===== config.mk =====
export PLATFORM = sky130hd
export DESIGN_NAME = uart_bench_tx
export DESIGN_NICKNAME = d
export VERILOG_FILES = /design/src/rtl/uart_bench_pkg.sv /design/src/rtl/my_sync_fifo.sv /design/src/rtl/uart_bench_tx.sv
export SDC_FILE = /design/constraint.sdc
export NUM_CORES = 1
export LEC_CHECK = 0
export ABC_CLOCK_PERIOD_IN_PS = 3550
export CAP_MARGIN = 10
export CORE_MARGIN = 4
export CORE_UTILIZATION = 35
export DETAILED_ROUTE_END_ITERATION = 7
export SYNTH_ARGS = -nofsm -noshare
export SYNTH_HDL_FRONTEND = slang
export SYNTH_SLANG_ARGS = --single-unit

===== constraint.sdc =====
create_clock -name clk -period 3.55 [get_ports clk]
set_clock_uncertainty 0.15 [all_clocks]
set_input_delay 0.5325 -clock clk [delete_from_list [all_inputs] [get_ports clk]]
set_output_delay 0.5325 -clock clk [all_outputs]
set_load 0.01 [all_outputs]

===== src/rtl/uart_bench_pkg.sv =====
// Shared definitions for the bench-side UART transmitter: FSM encoding,
// parity mode constants and the parity helper.
package uart_bench_pkg;

  typedef enum logic [2:0] {
    ST_IDLE   = 3'd0,
    ST_START  = 3'd1,
    ST_DATA   = 3'd2,
    ST_PARITY = 3'd3,
    ST_STOP   = 3'd4
  } state_t;

  localparam int PAR_NONE = 0;
  localparam int PAR_ODD  = 1;
  localparam int PAR_EVEN = 2;

  // Parity bit for one data byte; no-parity mode never puts this on the line.
  function automatic logic parity_bit(input logic [7:0] data, input int mode);
    case (mode)
      PAR_ODD:  return ~^data;
      PAR_EVEN: return ^data;
      default:  return 1'b0;
    endcase
  endfunction

endpackage

// rtl/my_sync_fifo.sv
// Single-clock byte FIFO with occupancy count. The head entry is visible
// combinationally so the transmitter can pop and load in the same edge.
module my_sync_fifo #(
  parameter int WIDTH = 8,
  parameter int DEPTH = 16
) (
  input  logic                     clk,
  input  logic                     rst,
  input  logic                     wr_en,
  input  logic [WIDTH-1:0]         wr_data,
  input  logic                     rd_en,
  output logic [WIDTH-1:0]         rd_data,
  output logic                     full,
  output logic                     empty,
  output logic [$clog2(DEPTH):0]   count
);

  localparam int AW = $clog2(DEPTH);
  localparam logic [AW:0] FULL_COUNT = (AW+1)'(DEPTH);

  logic [WIDTH-1:0] r_mem [DEPTH];
  logic [AW-1:0]    r_wr_ptr;
  logic [AW-1:0]    r_rd_ptr;
  logic [AW:0]      r_count;
  logic             w_push;
  logic             w_pop;

  // A push is judged against the pre-edge full flag, so a pop on the same
  // edge never rescues a write into a full FIFO.
  assign w_push  = wr_en && !full;
  assign w_pop   = rd_en && !empty;
  assign full    = (r_count == FULL_COUNT);
  assign empty   = (r_count == '0);
  assign count   = r_count;
  assign rd_data = r_mem[r_rd_ptr];

  // Storage array; contents need no reset because the pointers define validity.
  always_ff @(posedge clk) begin
    if (w_push) begin
      r_mem[r_wr_ptr] <= wr_data;
    end
  end

  // Pointers and occupancy; reset flushes and wins over any same-cycle write.
  always_ff @(posedge clk) begin
    if (rst) begin
      r_wr_ptr <= '0;
      r_rd_ptr <= '0;
      r_count  <= '0;
    end else begin
      if (w_push) r_wr_ptr <= r_wr_ptr + 1'b1;
      if (w_pop)  r_rd_ptr <= r_rd_ptr + 1'b1;
      case ({w_push, w_pop})
        2'b10:   r_count <= r_count + 1'b1;
        2'b01:   r_count <= r_count - 1'b1;
        default: r_count <= r_count;
      endcase
    end
  end

endmodule


===== src/rtl/uart_bench_tx.sv =====
// Bench-side UART transmitter: bytes queued in a FIFO are serialised as
// start + 8 data (LSB first) + optional parity + 1/2 stop bits.
module uart_bench_tx
  import uart_bench_pkg::*;
#(
  parameter int CLKS_PER_BIT = 868,
  parameter int FIFO_DEPTH   = 16,
  parameter int PARITY       = 0,
  parameter int STOP_BITS    = 1
) (
  input  logic                          clk,
  input  logic                          rst,
  input  logic                          wr_en,
  input  logic [7:0]                    wr_data,
  output logic                          full,
  output logic                          empty,
  output logic [$clog2(FIFO_DEPTH):0]   count,
  output logic                          busy,
  output logic                          overflow,
  output logic                          tx
);

  localparam int BW = $clog2(CLKS_PER_BIT);
  localparam logic [BW-1:0] BAUD_LOAD = BW'(CLKS_PER_BIT - 1);

  state_t        r_state;
  state_t        w_state_next;
  logic [BW-1:0] r_baud;
  logic [2:0]    r_bit_idx;
  logic          r_stop_idx;
  logic [7:0]    r_data;
  logic          r_tx;
  logic          r_busy;
  logic          r_overflow;
  logic          w_pop;
  logic          w_bit_done;
  logic          w_stop_last;
  logic          w_tx_bit;
  logic [7:0]    w_fifo_data;
  logic          w_empty;
  logic          w_full;

  my_sync_fifo #(
    .WIDTH (8),
    .DEPTH (FIFO_DEPTH)
  ) u_fifo (
    .clk     (clk),
    .rst     (rst),
    .wr_en   (wr_en),
    .wr_data (wr_data),
    .rd_en   (w_pop),
    .rd_data (w_fifo_data),
    .full    (w_full),
    .empty   (w_empty),
    .count   (count)
  );

  assign w_bit_done  = (r_baud == '0);
  assign w_stop_last = (STOP_BITS == 1) ? 1'b1 : r_stop_idx;

  // State register.
  always_ff @(posedge clk) begin
    if (rst) r_state <= ST_IDLE;
    else     r_state <= w_state_next;
  end

  // Next-state logic; the pop is issued on the transition into START so the
  // head byte lands in the data register on that same edge.
  always_comb begin
    w_state_next = r_state;
    w_pop        = 1'b0;
    case (r_state)
      ST_IDLE: begin
        if (!w_empty) begin
          w_pop        = 1'b1;
          w_state_next = ST_START;
        end
      end
      ST_START: begin
        if (w_bit_done) w_state_next = ST_DATA;
      end
      ST_DATA: begin
        if (w_bit_done && (r_bit_idx == 3'd7)) begin
          w_state_next = (PARITY != PAR_NONE) ? ST_PARITY : ST_STOP;
        end
      end
      ST_PARITY: begin
        if (w_bit_done) w_state_next = ST_STOP;
      end
      ST_STOP: begin
        if (w_bit_done && w_stop_last) begin
          if (!w_empty) begin
            w_pop        = 1'b1;
            w_state_next = ST_START;
          end else begin
            w_state_next = ST_IDLE;
          end
        end
      end
      default: w_state_next = ST_IDLE;
    endcase
  end

  // Line level for the current state; registered below so tx never glitches.
  always_comb begin
    w_tx_bit = 1'b1;
    case (r_state)
      ST_START:  w_tx_bit = 1'b0;
      ST_DATA:   w_tx_bit = r_data[r_bit_idx];
      ST_PARITY: w_tx_bit = parity_bit(r_data, PARITY);
      default:   w_tx_bit = 1'b1;
    endcase
  end

  // Baud counter, bit/stop indices and the frame data register.
  always_ff @(posedge clk) begin
    if (rst) begin
      r_baud     <= BAUD_LOAD;
      r_bit_idx  <= 3'd0;
      r_stop_idx <= 1'b0;
      r_data     <= 8'h00;
    end else begin
      if (r_state == ST_IDLE || w_bit_done) r_baud <= BAUD_LOAD;
      else                                  r_baud <= r_baud - 1'b1;

      if (r_state != ST_DATA) r_bit_idx <= 3'd0;
      else if (w_bit_done)    r_bit_idx <= r_bit_idx + 1'b1;

      if (r_state != ST_STOP) r_stop_idx <= 1'b0;
      else if (w_bit_done)    r_stop_idx <= ~r_stop_idx;

      if (w_pop) r_data <= w_fifo_data;
    end
  end

  // Registered line, busy and sticky overflow flag.
  always_ff @(posedge clk) begin
    if (rst) begin
      r_tx       <= 1'b1;
      r_busy     <= 1'b0;
      r_overflow <= 1'b0;
    end else begin
      r_tx   <= w_tx_bit;
      r_busy <= (r_state != ST_IDLE);
      if (wr_en && w_full) r_overflow <= 1'b1;
    end
  end

  assign tx       = r_tx;
  assign busy     = r_busy;
  assign overflow = r_overflow;
  assign full     = w_full;
  assign empty    = w_empty;

endmodule

==> impl_metrics.tcl <==
set metrics [dict create \
    max_freq_mhz 309.9 \
    wl_per_cell_um 17.64 \
    yosys_warnings 0 \
    vias_per_cell 4.902 \
    syn-instance-count 447 \
    cts_setup_buffers 0 \
    io_pins 21 \
    worstPathArrival_ns 3.43 \
    finalMaxSlewViolations 0 \
    fin_ws_ns 0.3227 \
    drc 0 \
    setup_viol 0 \
    finalCritPeriodShare_pct 90.91 \
    period_minus_slack_ns 3.227 \
    syn_area_per_cell_um2 15.32 \
    status "complete, no violations" \
    holdCritPathClass "flip-flop to flip-flop" \
    grt_overflow_total 0 \
    fp.dieW_um 147.9 \
    max_cap_violations 0 \
    hold_viol 0 \
    p_leak_uw 0.002653 \
    clock-sinks 168 \
    rsz0062_at_grt "no" \
    cts-root-buf "clkbuf_16" \
    routed_wirelength_um 13350 \
    clk_pin_slew_worst_paths_ns 0.06 \
    yosysSeqAreaShare_pct 67.81 \
    syn-num-nets 472 \
    cts_tree "built" \
    drive_gt1_share_pct 20.93 \
    grt_pass1_vias 3780 \
    worstReg2RegStart "u_fifo.count[0]" \
    yosysUniqueCellTypes 47 \
    dr.pass1.iters 8 \
    insertion_delay_ns 0.42 \
    crit_start "u_fifo.count[0]" \
    r2r_cells 11 \
    async_flop_share_pct 0 \
    start_util_pct 36.13 \
    worst_pin_slew_ns 0.8100 \
    crit_required_ns 3.75 \
    p_per_area_mw_per_mm2 691.7 \
    dp_hpwl_um 8550 \
    htreeDepth 4 \
    num_vias 3711 \
    std_cell_rows 50 \
    clk_path_buf_depth 2 \
    synthFlopType "edfxtp_1" \
    ys_ff_latch 168 \
    n_antenna_cell 0 \
    peakVddDrop_v 0.0004917 \
    cp_max_fo 14 \
    io_buffers 20 \
    grt_usage_pct 12.94 \
    worstSetupPathType "flip-flop to flip-flop" \
    synth_edf_count 128 \
    pre_cts_slack_ns 0.3580 \
    postRouteAntennaNets 0 \
    fin_tns_setup_ns 0 \
    syn2layout_area_growth_pct 16.99 \
    critPathLaunchType "flip-flop" \
    nets 509 \
    fin_util_pct 42.27 \
    relSlewSlack_pct 45.80 \
    die_h_um 147.9 \
    r2r_slack_ns 0.32 \
    end_kind "flip-flop" \
    dieArea_mm2 0.02187 \
    netlist_area_mm2 0.006849 \
    core_mm2 0.01896 \
    reg2reg_to "u_fifo.count[4]" \
    drt_iter0_drc 226 \
    fin_hold_ws_ns 0.2655 \
    endpoint "u_fifo.count[4]" \
    globalplace.congestion 0.7443 \
    grt_pass1_wl_um 21220 \
    cts_buffers 17 \
    hold_buffers 0 \
    cts_resized 0 \
    grt_max_degree 48 \
    antenna_found_initial 0 \
]
## sequential cells by signal, summed over array words and instances (netlist names), 3 cells and up
signal and flops:
u_fifo.r_rd_ptr 4, r_data 8, u_fifo.r_wr_ptr 4, r_bit_idx 3, u_fifo.count 5, r_baud 10, u_fifo.r_mem 128, r_state 3
## synthesized netlist by cell type, types with 2 or more instances
library cell,number,share of area [%]
buf_6,4,0.66
ha_1,13,2.4
nor4_1,2,0.18
mux2i_1,8,1.2
dfxtp_1,40,12
o21ai_0,7,0.51
inv_1,10,0.55
and2_1,2,0.18
a211oi_1,8,0.88
a21oi_1,11,0.80
o22ai_1,12,1.1
nor2_1,51,2.8
clkbuf_1,10,0.55
mux4_2,26,8.5
or3_1,2,0.18
xor2_1,6,0.77
and3_1,2,0.18
xnor2_1,7,0.90
buf_2,6,0.44
nand2_1,20,1.1
edfxtp_1,128,56
mux2_2,16,2.6
buf_1,2,0.11
nand2b_1,4,0.37
nor2b_1,7,0.64
nor3_1,21,1.5
a21o_1,2,0.22
## per-layer routing
metal	up-vias	part of all wire [%]	global-route usage (%)
li1	1770	-	-
met1	1864	48	17.84
met2	62	47	20.21
met3	15	3.7	3.280
met4	0	1.6	4.157
met5	-	0	0
## power breakdown
part	internal, uW	leakage, uW	switching (uW)
Sequential	2250	0.00148	123
Combinational	613	0.000876	699
Clock	1060	0.000293	796
Total	3920	0.00265	1620
## layout by cell type (no fill, tap or decap), drive strengths merged, types with 3 or more instances in the layout
master         count
a211oi             8
a21oi             11
buf               21
clkbuf            18
clkdlybuf4s50     20
clkinv             4
dfxtp             40
edfxtp           128
ha                13
inv               19
mux2              17
mux2i              8
mux4              26
nand2             20
nand2b             4
nor2              51
nor2b              7
nor3              21
nor4               3
o21ai              8
o22ai             12
xnor2              7
xor2               6
## how the worst min path moves through the flow
stage	from	to	slack [ns]	cells after the start
6_report	r_baud[0]	r_baud[0]	0.27	1
3_3_place_gp	r_baud[0]	r_baud[0]	0.23	1
5_1_grt	r_baud[0]	r_baud[0]	0.29	1
2_1_floorplan	r_baud[0]	r_baud[0]	0.22	1
4_1_cts	r_baud[0]	r_baud[0]	0.26	1
3_5_place_dp	r_baud[0]	r_baud[0]	0.25	1
## cell families (layout without fill, tap and decap cells)
kind of cell,Yosys count,after routing,synth area share [%]
compound gates,47,47,4.384
xor+xnor,13,13,1.662
fa+ha+maj,14,14,2.667
buf+inv,34,84,2.539
flops,168,168,67.81
mux,51,51,12.57
simple gates,120,120,8.367
## per-stage QoR
stage	cell area (um^2)	instances	power [uW]
CTS	8013	757	5608
global placement	7420	725	3718
global route	8013	757	5859
finish	8013	757	5542
floorplan	6849	447	3364
detailed placement	7420	725	3750
## cell type report
cell class / instances / area [um^2]
multi-input combinational: 245 / 2031
fill: 1745 / 10940
clock inverter: 14 / 163.9
timing repair buffer: 41 / 370.4
sequential: 168 / 4647
tap: 260 / 325.3
clock buffer: 18 / 429.2
inverter: 11 / 46.29
## critical path, stage by stage (launching register included)
cell	delay [ns]
dfxtp_1	0.37
or4_4	0.57
o21ai_2	0.15
a21o_1	0.18
inv_6	0.08
ha_1	0.26
ha_1	0.34
nor2b_1	0.15
o21ai_0	0.19
a21oi_1	0.11
or4_1	0.47
a21oi_1	0.14
Note: power is estimated with default switching activity, not from simulation.
